**src/rtl/pb_kbd_event_queue.sv**
```systemverilog
// Push-button release event queue feeding the KBSR/KBDR keyboard registers.
// A round-robin arbiter moves pending key events into a small FIFO that the processor drains via KBDR reads.
module pb_kbd_event_queue #(
    parameter int DEPTH = 4,
    parameter int PTR_W = 2
) (
    input  logic             proc_clk,
    input  logic             reset,
    input  logic [4:0]       key_evt,
    input  logic             read_kbsr,
    input  logic             read_kbdr,
    output logic             kbsr,
    output logic [7:0]       kbdr,
    output logic [PTR_W:0]   count,
    output logic             overflow
);

    localparam logic [PTR_W:0]   FULL_CNT = (PTR_W+1)'(DEPTH);
    localparam logic [PTR_W:0]   CNT_ONE  = (PTR_W+1)'(1);
    localparam logic [PTR_W:0]   CNT_ZERO = (PTR_W+1)'(0);
    localparam logic [PTR_W-1:0] PTR_ONE  = PTR_W'(1);

    // Key index to ASCII code.
    function automatic logic [7:0] key_code(input logic [2:0] idx);
        logic [7:0] code;
        case (idx)
            3'd4:    code = 8'h69;
            3'd3:    code = 8'h6A;
            3'd2:    code = 8'h6B;
            3'd1:    code = 8'h6C;
            3'd0:    code = 8'h20;
            default: code = 8'h00;
        endcase
        return code;
    endfunction

    // Next index in descending round-robin order over 4..0.
    function automatic logic [2:0] prev_idx(input logic [2:0] idx);
        logic [2:0] nxt;
        if (idx == 3'd0) begin
            nxt = 3'd4;
        end else begin
            nxt = idx - 3'd1;
        end
        return nxt;
    endfunction

    logic [4:0]       pend_q, pend_d;
    logic [PTR_W-1:0] wr_ptr_q, wr_ptr_d;
    logic [PTR_W-1:0] rd_ptr_q, rd_ptr_d;
    logic [PTR_W:0]   count_q, count_d;
    logic [2:0]       last_grant_q, last_grant_d;
    logic             overflow_q, overflow_d;
    logic [7:0]       mem_q [DEPTH];
    logic [7:0]       mem_d [DEPTH];

    logic             pop_s;
    logic             push_s;
    logic             fifo_free_s;
    logic             grant_vld_s;
    logic [2:0]       grant_idx_s;
    logic [2:0]       cand_s;
    logic [4:0]       grant_s;
    logic             merge_s;

    // Pop qualification and FIFO space (a same-cycle pop frees a slot).
    always_comb begin
        pop_s       = read_kbdr && (count_q != CNT_ZERO);
        fifo_free_s = (count_q < FULL_CNT) || pop_s;
    end

    // Round-robin arbiter: search starts just below the last granted index.
    always_comb begin
        grant_vld_s = 1'b0;
        grant_idx_s = last_grant_q;
        cand_s      = prev_idx(last_grant_q);
        if (fifo_free_s) begin
            for (int i = 0; i < 5; i++) begin
                if (!grant_vld_s && pend_q[cand_s]) begin
                    grant_vld_s = 1'b1;
                    grant_idx_s = cand_s;
                end else begin
                    grant_vld_s = grant_vld_s;
                end
                cand_s = prev_idx(cand_s);
            end
        end else begin
            grant_vld_s = 1'b0;
        end
        if (grant_vld_s) begin
            grant_s = 5'b00001 << grant_idx_s;
        end else begin
            grant_s = 5'b00000;
        end
        push_s = grant_vld_s;
    end

    // Pending events, merge detection and the sticky overflow flag.
    always_comb begin
        pend_d  = (pend_q & ~grant_s) | key_evt;
        merge_s = |(key_evt & pend_q & ~grant_s);
        if (merge_s) begin
            overflow_d = 1'b1;
        end else if (read_kbsr) begin
            overflow_d = 1'b0;
        end else begin
            overflow_d = overflow_q;
        end
        if (grant_vld_s) begin
            last_grant_d = grant_idx_s;
        end else begin
            last_grant_d = last_grant_q;
        end
    end

    // FIFO storage, pointers and occupancy.
    always_comb begin
        mem_d = mem_q;
        if (push_s) begin
            mem_d[wr_ptr_q] = key_code(grant_idx_s);
            wr_ptr_d        = wr_ptr_q + PTR_ONE;
        end else begin
            wr_ptr_d = wr_ptr_q;
        end
        if (pop_s) begin
            rd_ptr_d = rd_ptr_q + PTR_ONE;
        end else begin
            rd_ptr_d = rd_ptr_q;
        end
        case ({push_s, pop_s})
            2'b10:   count_d = count_q + CNT_ONE;
            2'b01:   count_d = count_q - CNT_ONE;
            default: count_d = count_q;
        endcase
    end

    // State registers with synchronous active-low reset.
    always_ff @(posedge proc_clk) begin
        if (!reset) begin
            pend_q       <= 5'b00000;
            wr_ptr_q     <= {PTR_W{1'b0}};
            rd_ptr_q     <= {PTR_W{1'b0}};
            count_q      <= CNT_ZERO;
            last_grant_q <= 3'd0;
            overflow_q   <= 1'b0;
            for (int i = 0; i < DEPTH; i++) begin
                mem_q[i] <= 8'h00;
            end
        end else begin
            pend_q       <= pend_d;
            wr_ptr_q     <= wr_ptr_d;
            rd_ptr_q     <= rd_ptr_d;
            count_q      <= count_d;
            last_grant_q <= last_grant_d;
            overflow_q   <= overflow_d;
            for (int i = 0; i < DEPTH; i++) begin
                mem_q[i] <= mem_d[i];
            end
        end
    end

    // Outputs decode registered state only; no input-to-output path.
    always_comb begin
        kbsr     = (count_q != CNT_ZERO);
        count    = count_q;
        overflow = overflow_q;
        if (count_q != CNT_ZERO) begin
            kbdr = mem_q[rd_ptr_q];
        end else begin
            kbdr = 8'h00;
        end
    end

endmodule

```
**config.mk**
```make
export PLATFORM = sky130hd
export DESIGN_NAME = pb_kbd_event_queue
export DESIGN_NICKNAME = d
export VERILOG_FILES = /design/src/rtl/pb_kbd_event_queue.sv
export SDC_FILE = /design/constraint.sdc
export NUM_CORES = 1
export LEC_CHECK = 0
export BUFFER_PORTS_ARGS = -buffer_cell sky130_fd_sc_hd__buf_2
export CORE_ASPECT_RATIO = 1.5
export CORE_MARGIN = 4
export CORE_UTILIZATION = 55
export DETAILED_ROUTE_END_ITERATION = 10
export PLACE_DENSITY_LB_ADDON = 0.05
export SLEW_MARGIN = 20
export SYNTH_ARGS = -nofsm -noshare
export SYNTH_HDL_FRONTEND = slang
export SYNTH_SLANG_ARGS = --single-unit
export TNS_END_PERCENT = 30
```
**constraint.sdc**
```tcl
create_clock -name proc_clk -period 5.7 [get_ports proc_clk]
set_input_delay 0 -clock proc_clk [delete_from_list [all_inputs] [get_ports proc_clk]]
set_output_delay 0 -clock proc_clk [all_outputs]
set_load 0.02 [all_outputs]
```
==> summary.txt, run 1 <==
Yosys
  • Yosys top cell by area: dfxtp_1
  • Mean Syn Cell Area: 8.409 sq um
  • Cell Area, Synth: 2859 sq um
  • Sequential fraction of the synthesis area: 25.21%
  • Number of enable flip-flop cells after synthesis: 0
  • Commonest cells post-synth: dfxtp_1 (36), nand2_1 (26), and2_1 (19), nand3_1 (19), a21oi_1 (18)
  • Ys async rst share: 0%
  • Yosys cell types: 82
  • Post-Synthesis Cells: 340
  • Cell with the most instances after synthesis: dfxtp_1
  • Ys Warns: 0
  • Share of the synthesized area in the top cell type: 25.21%
  • Yosys reg bits: 36
  • Main synth FF type: dfxtp_1
  • Synth top area cells: dfxtp_1 (25%), ha_1 (4.4%), and2_1 (4.2%)

CTS
  • Clock H-tree levels: 2
  • Clock Path Buffers: 2
  • Clock Latency Late Sink: 0.28 ns
  • Clock Sinks: 36
  • CTS tree: done
  • Root buffer cell: clkbuf_8
  • Total CTS buffers: 5
  • Clk pin slew, worst setup/hold paths: 0.07 ns

Timing
  • Post-route setup TNS: 0 ns
  • Fin crit share: 94.12%
  • Crit path time final: 5.365 ns
  • Post-route worst setup slack: 0.3354 ns
  • Hold Vio Cnt, Final: 0
  • Max Fclk: 186.4 MHz
  • Layout Skew: 0.005762 ns
  • Hold slack: 0.09840 ns
  • Worst slew pin tran: 0.5941 ns
  • Slew HR: 60.39%
  • Setup violators final: 0
  • Slew Limit Fails: 0

Flow run
  • Max-cap violation count: 0

Floorplanning
  • Die Y-Extent: 96.30 microns
  • Die X: 66.87 microns
  • Core box area: 4926 sq um
  • Die ar.: 6440 sq um
  • Row Count: 31
  • Starting Density: 58.04%
  • Top-level port count: 22

Final layout
  • Nets: 388
  • Area of the multi-input gates: 1983 sq um
  • Register Area: 720.7 sq um
  • Final cell count without fillers: 434
  • Layout cells sized above 1: 21.74%
  • N_diodes: 0
  • Fill count: 447
  • Layout area overhead: 11.55%

Placed design
  • I/O Buffers: 19
  • Gpl congestion: 0.8647
  • HPWL after DPL: 5.522 mm
  • Setup WS pre-CTS: 0.2134 ns
  • Dpl cells: 415

Setup path
  • Crit Path Max Fanout: 5
  • Critical Path AT: 5.52 ns
  • CP startpoint kind: flop
  • CP Data Required Time: 5.86 ns
  • CP endpoint kind: flop
  • WS Path Type: flop to flop

Hold path
  • Hold crit path type: input port to flop

Global route
  • First-pass GRT wire length: 11.67 mm
  • Antenna violations before repair: 0
  • Vias in the first global route: 2,565
  • GR Util All Layers: 23.62%
  • Largest net degree at the start of global routing: 40
  • GRT overflow: 0

Run status
  • Outcome: completed

Detailed routing
  • Initial DRC count: 138
  • DR DRC count: 0
  • Total number of vias: 2,622
  • Wire per inst: 16.56 microns
  • DRT Pass-1 Iters: 4
  • Vias/cell: 6.041
  • Antenna viol nets, final: 0
  • Routed wire length: 7.185 mm
[flip-flops by register name (all words and copies together) (netlist names)]
| name | flops |
|---|---|
| pend_q | 5 |
| wr_ptr_q | 2 |
| overflow | 1 |
| last_grant_q | 3 |
| rd_ptr_q | 2 |
| count | 3 |
| mem_q | 20 |
[placed cells by master (no fill, tap or decap), types with 6 or more instances in the layout]
cell type / netlist / final
mux2i_1: 6 / 6
o21ai_0: 17 / 17
inv_1: 13 / 13
buf_2: 5 / 19
o21ai_1: 6 / 6
o21a_1: 11 / 11
nor2_1: 14 / 14
buf_4: 4 / 17
nand2_1: 26 / 26
nor2b_1: 12 / 12
nor3_1: 9 / 8
a21oi_1: 18 / 18
ha_1: 10 / 8
and2_1: 19 / 19
nand2b_1: 6 / 6
nand3_1: 19 / 19
dfxtp_1: 36 / 36
[kinds of logic (layout without fill, tap and decap cells)]
kind of cell | count (synthesis) | in the layout | synth area share (%)
adders and majority gates | 11 | 11 | 5.077
and+or+nand+nor | 138 | 138 | 27.70
xor gates and xnor gates | 6 | 6 | 1.838
buffers and inverters | 35 | 62 | 6.433
other | 1 | 2 | 0.1312
muxes | 14 | 14 | 7.440
DFF | 36 | 36 | 25.21
AOI/OAI and AO/OA | 99 | 99 | 26.17
[metrics by stage]
step | util (%) | area, sq um
floorplan | - | 2863
CTS | 63.17 | 3112
global placement | 60.58 | 2984
finish | 64.74 | 3189
detailed placement | 60.58 | 2984
global route | 64.74 | 3189
[per-layer routing]
| layer | vias up | GRT usage [%] | share of wire, % |
|---|---|---|---|
| met2 | 63 | 45.36 | 55 |
| met1 | 1239 | 24.66 | 38 |
| li1 | 1292 | - | - |
| met5 | - | 0 | 0 |
| met3 | 28 | 2.804 | 2.5 |
| met4 | 0 | 11.34 | 4.3 |
[repair_timing]
item                                    4_1_cts  5_1_grt
endpoints found under the setup margin        0       20
hold buffers                                  5        0
hold endpoints to repair                      5        0
setup buffers                                 0        7
gates resized for setup                       0        6
[final timing paths]
kind	slack (ns)	start	end	cells past startpoint
worst max-delay path	0.34	last_grant_q[0]	overflow	24
worst min-delay path	0.1	read_kbsr	overflow	4
worst max register to register	0.34	last_grant_q[0]	overflow	24
worst min register to register	0.45	mem_q[10]	mem_q[10]	2
[worst max-delay path, cell delays in order (launching register included)]
cell and delay (ns):
dfxtp_1 0.31, or2_4 0.26, inv_1 0.06, ha_1 0.17, inv_2 0.05, o31ai_2 0.25, ha_2 0.25, o21ba_1 0.17
nor3_2 0.22, ha_2 0.34, nor3_2 0.24, o31ai_2 0.15, nand3_1 0.13, nor2_1 0.05, ha_1 0.34, nor4b_4 0.36
a311o_1 0.24, and2_0 0.15, o211ai_1 0.08, a2111oi_1 0.40, a211oi_1 0.14, nand2b_1 0.21, o311a_1 0.31, o31ai_1 0.23
nand3_1 0.11
[final cells by class]
class	instances	share of cell area (%)
tap	66	2.589
timing repair buffer	41	8.552
clock buffer	6	2.275
inverter	14	1.648
clock inverter	1	0.1569
sequential	36	22.60
multi-input combinational	270	62.18
Power of run 1 is not shown: default switching activity piles up to over one toggle a cycle in this logic, so the estimate is an artifact.
==> run 2, diff against run 1 <==
--- a/config.mk
+++ b/config.mk
@@ -5,10 +5,11 @@
 export SDC_FILE = /design/constraint.sdc
 export NUM_CORES = 1
 export LEC_CHECK = 0
+export ABC_AREA = 1
 export BUFFER_PORTS_ARGS = -buffer_cell sky130_fd_sc_hd__buf_2
 export CORE_ASPECT_RATIO = 1.5
 export CORE_MARGIN = 4
-export CORE_UTILIZATION = 55
+export CORE_UTILIZATION = 25
 export DETAILED_ROUTE_END_ITERATION = 10
 export PLACE_DENSITY_LB_ADDON = 0.05
 export SLEW_MARGIN = 20
==> summary.txt, run 2 <==
Run status
  • Outcome: completed

Detailed routing
  • Wire per inst: 14.30 microns
  • Total number of vias: 2,558
  • Routed wire length: 7.796 mm
  • Vias/cell: 4.694
  • Initial DRC count: 73
  • DR DRC count: 0
  • Antenna viol nets, final: 0
  • DRT Pass-1 Iters: 4

Floorplanning
  • Starting Density: 25.52%
  • Die X: 91.05 microns
  • Core box area: 10,130 sq um
  • Row Count: 45
  • Die Y-Extent: 132.6 microns
  • Die ar.: 12,070 sq um
  • Top-level port count: 22

Global route
  • GR Util All Layers: 13.35%
  • Largest net degree at the start of global routing: 23
  • Vias in the first global route: 2,547
  • First-pass GRT wire length: 12.56 mm
  • Antenna violations before repair: 0
  • GRT overflow: 0

Final layout
  • Max reg flops: 20
  • Layout cells sized above 1: 14.95%
  • Largest Register: mem_q
  • N_diodes: 0
  • Most frequent cells in the layout: nand2_1 (91), inv_1 (56), a21oi_1 (40)
  • Nets: 448
  • Fill count: 1,159
  • Post-route cell area: 2970 sq um
  • Largest registers: mem_q: 20 flops, pend_q: 5 flops
  • Most common cell after layout, fill and taps aside: nand2_1
  • Layout area overhead: 14.85%
  • Final core utilization: 29.31%

CTS
  • Clk pin slew, worst setup/hold paths: 0.06 ns
  • Clock Latency Late Sink: 0.28 ns
  • Clock Path Buffers: 2
  • Root buffer cell: clkbuf_16
  • CTS tree: done
  • Number of setup buffers added after CTS: 0
  • Total CTS buffers: 5
  • Clock Sinks: 36
  • Clock H-tree levels: 2

Timing
  • Setup violators final: 0
  • Post-route setup TNS: 0 ns
  • Fin crit share: 82.67%
  • Hold Vio Cnt, Final: 0
  • Layout Skew: 0.003738 ns
  • Slew HR: 40.99%
  • Crit path time final: 4.712 ns
  • RSZ-0062 raised after global routing: no
  • Max Fclk: 212.2 MHz
  • Worst slew pin tran: 0.8784 ns
  • Slew Limit Fails: 0
  • Post-route worst setup slack: 0.9877 ns

Setup path
  • Crit path from: last_grant_q[0]
  • Crit Path Max Fanout: 10
  • R2R setup slack: 0.99 ns
  • Most used cell, CP: inv_1
  • CP endpoint kind: flop
  • Critical path's largest stage delay: 0.47 ns
  • Critical Path AT: 4.88 ns
  • CP Data Required Time: 5.87 ns
  • Cell depth of the worst flop-to-flop path: 31
  • WS Path Type: flop to flop
  • FF-to-FF Start: last_grant_q[0]
  • Worst R2R End: count[2]
  • CP endpoint: count[2]
  • CP startpoint kind: flop
  • Critical Path Slowest Stage Cell: dfxtp_1

Yosys
  • Ys async rst share: 0%
  • Main synth FF type: dfxtp_1
  • Share of the synthesized area in the top cell type: 27.87%
  • Cell Area, Synth: 2586 sq um
  • Number of enable flip-flop cells after synthesis: 0
  • Yosys top cell by area: dfxtp_1
  • Ys Warns: 0
  • Commonest cells post-synth: nand2_1 (91), inv_1 (56), a21oi_1 (40), o21ai_0 (38), nand3_1 (37)
  • Post-Synthesis Cells: 405
  • Synth top area cells: dfxtp_1 (28%), nand2_1 (13%), inv_1 (8.1%)
  • Yosys cell types: 28
  • Cell with the most instances after synthesis: nand2_1
  • Mean Syn Cell Area: 6.386 sq um
  • Yosys reg bits: 36
  • Sequential fraction of the synthesis area: 27.87%

Placed design
  • HPWL after DPL: 6.419 mm
  • Area post-placement: 2786 sq um
  • I/O Buffers: 19
  • Gpl congestion: 0.7778
  • Setup WS pre-CTS: 0.9570 ns

Hold path
  • Hold crit path type: input port to flop

Flow run
  • Max-cap violation count: 0
[run 2: how the worst min path moves through the flow]
stage,start,to,slack [ns],cells past startpoint
floorplan,key_evt[1],pend_q[1],0.12,2
global placement,key_evt[3],pend_q[3],0.24,3
detailed placement,key_evt[3],pend_q[3],0.24,3
CTS,read_kbdr,rd_ptr_q[0],0.08,4
global route,read_kbdr,rd_ptr_q[0],0.13,4
finish,read_kbdr,rd_ptr_q[0],0.07,4
[run 2: cell families (layout without fill, tap and decap cells)]
family,Yosys count,after routing,share of synthesized area (%)
AOI/OAI and AO/OA,88,88,17.95
and+or+nand+nor,197,197,37.54
buffers and inverters,72,94,10.89
DFF,36,36,27.87
other,1,2,0.1450
adders and majority gates,11,11,5.612
[run 2: through the flow]
step                      hold slack [ns]  instances
final                             0.07490        545
after global routing               0.1268        545
after CTS                         0.07762        545
after detailed placement           0.2445        533
after global placement             0.2354        533
after floorplan                    0.1174        406
[run 2: timing repair]
| action | CTS | global route |
|---|---|---|
| gates resized for setup | 0 | 0 |
| endpoints found under the hold margin | 5 | 0 |
| hold buffers | 5 | 0 |
[run 2: cell type report]
class	count	area [sq um]	area share, %
clock inverter	1	5.005	0.1685
sequential	36	720.7	24.26
tap	117	146.4	4.928
timing repair buffer	24	145.1	4.886
clock buffer	6	128.9	4.339
multi-input combinational	298	1588	53.45
inverter	63	236.5	7.961
[run 2: per-layer routing]
metal,vias to the layer above,track usage [%],share of wire [%]
li1,1354,-,-
met2,38,26.51,57
met4,0,5.956,2.7
met3,12,2.162,2.1
met5,-,0,0
met1,1154,13.20,38
[run 2: worst max-delay path, delay by kind of cell (launching register included)]
kind	cells	cell delay (ns)
compound gates	4	0.45
buf+inv	7	0.50
simple gates	13	1.50
flops	1	0.47
fa+ha+maj	7	1.66
Power of run 2 is left out for the same reason.
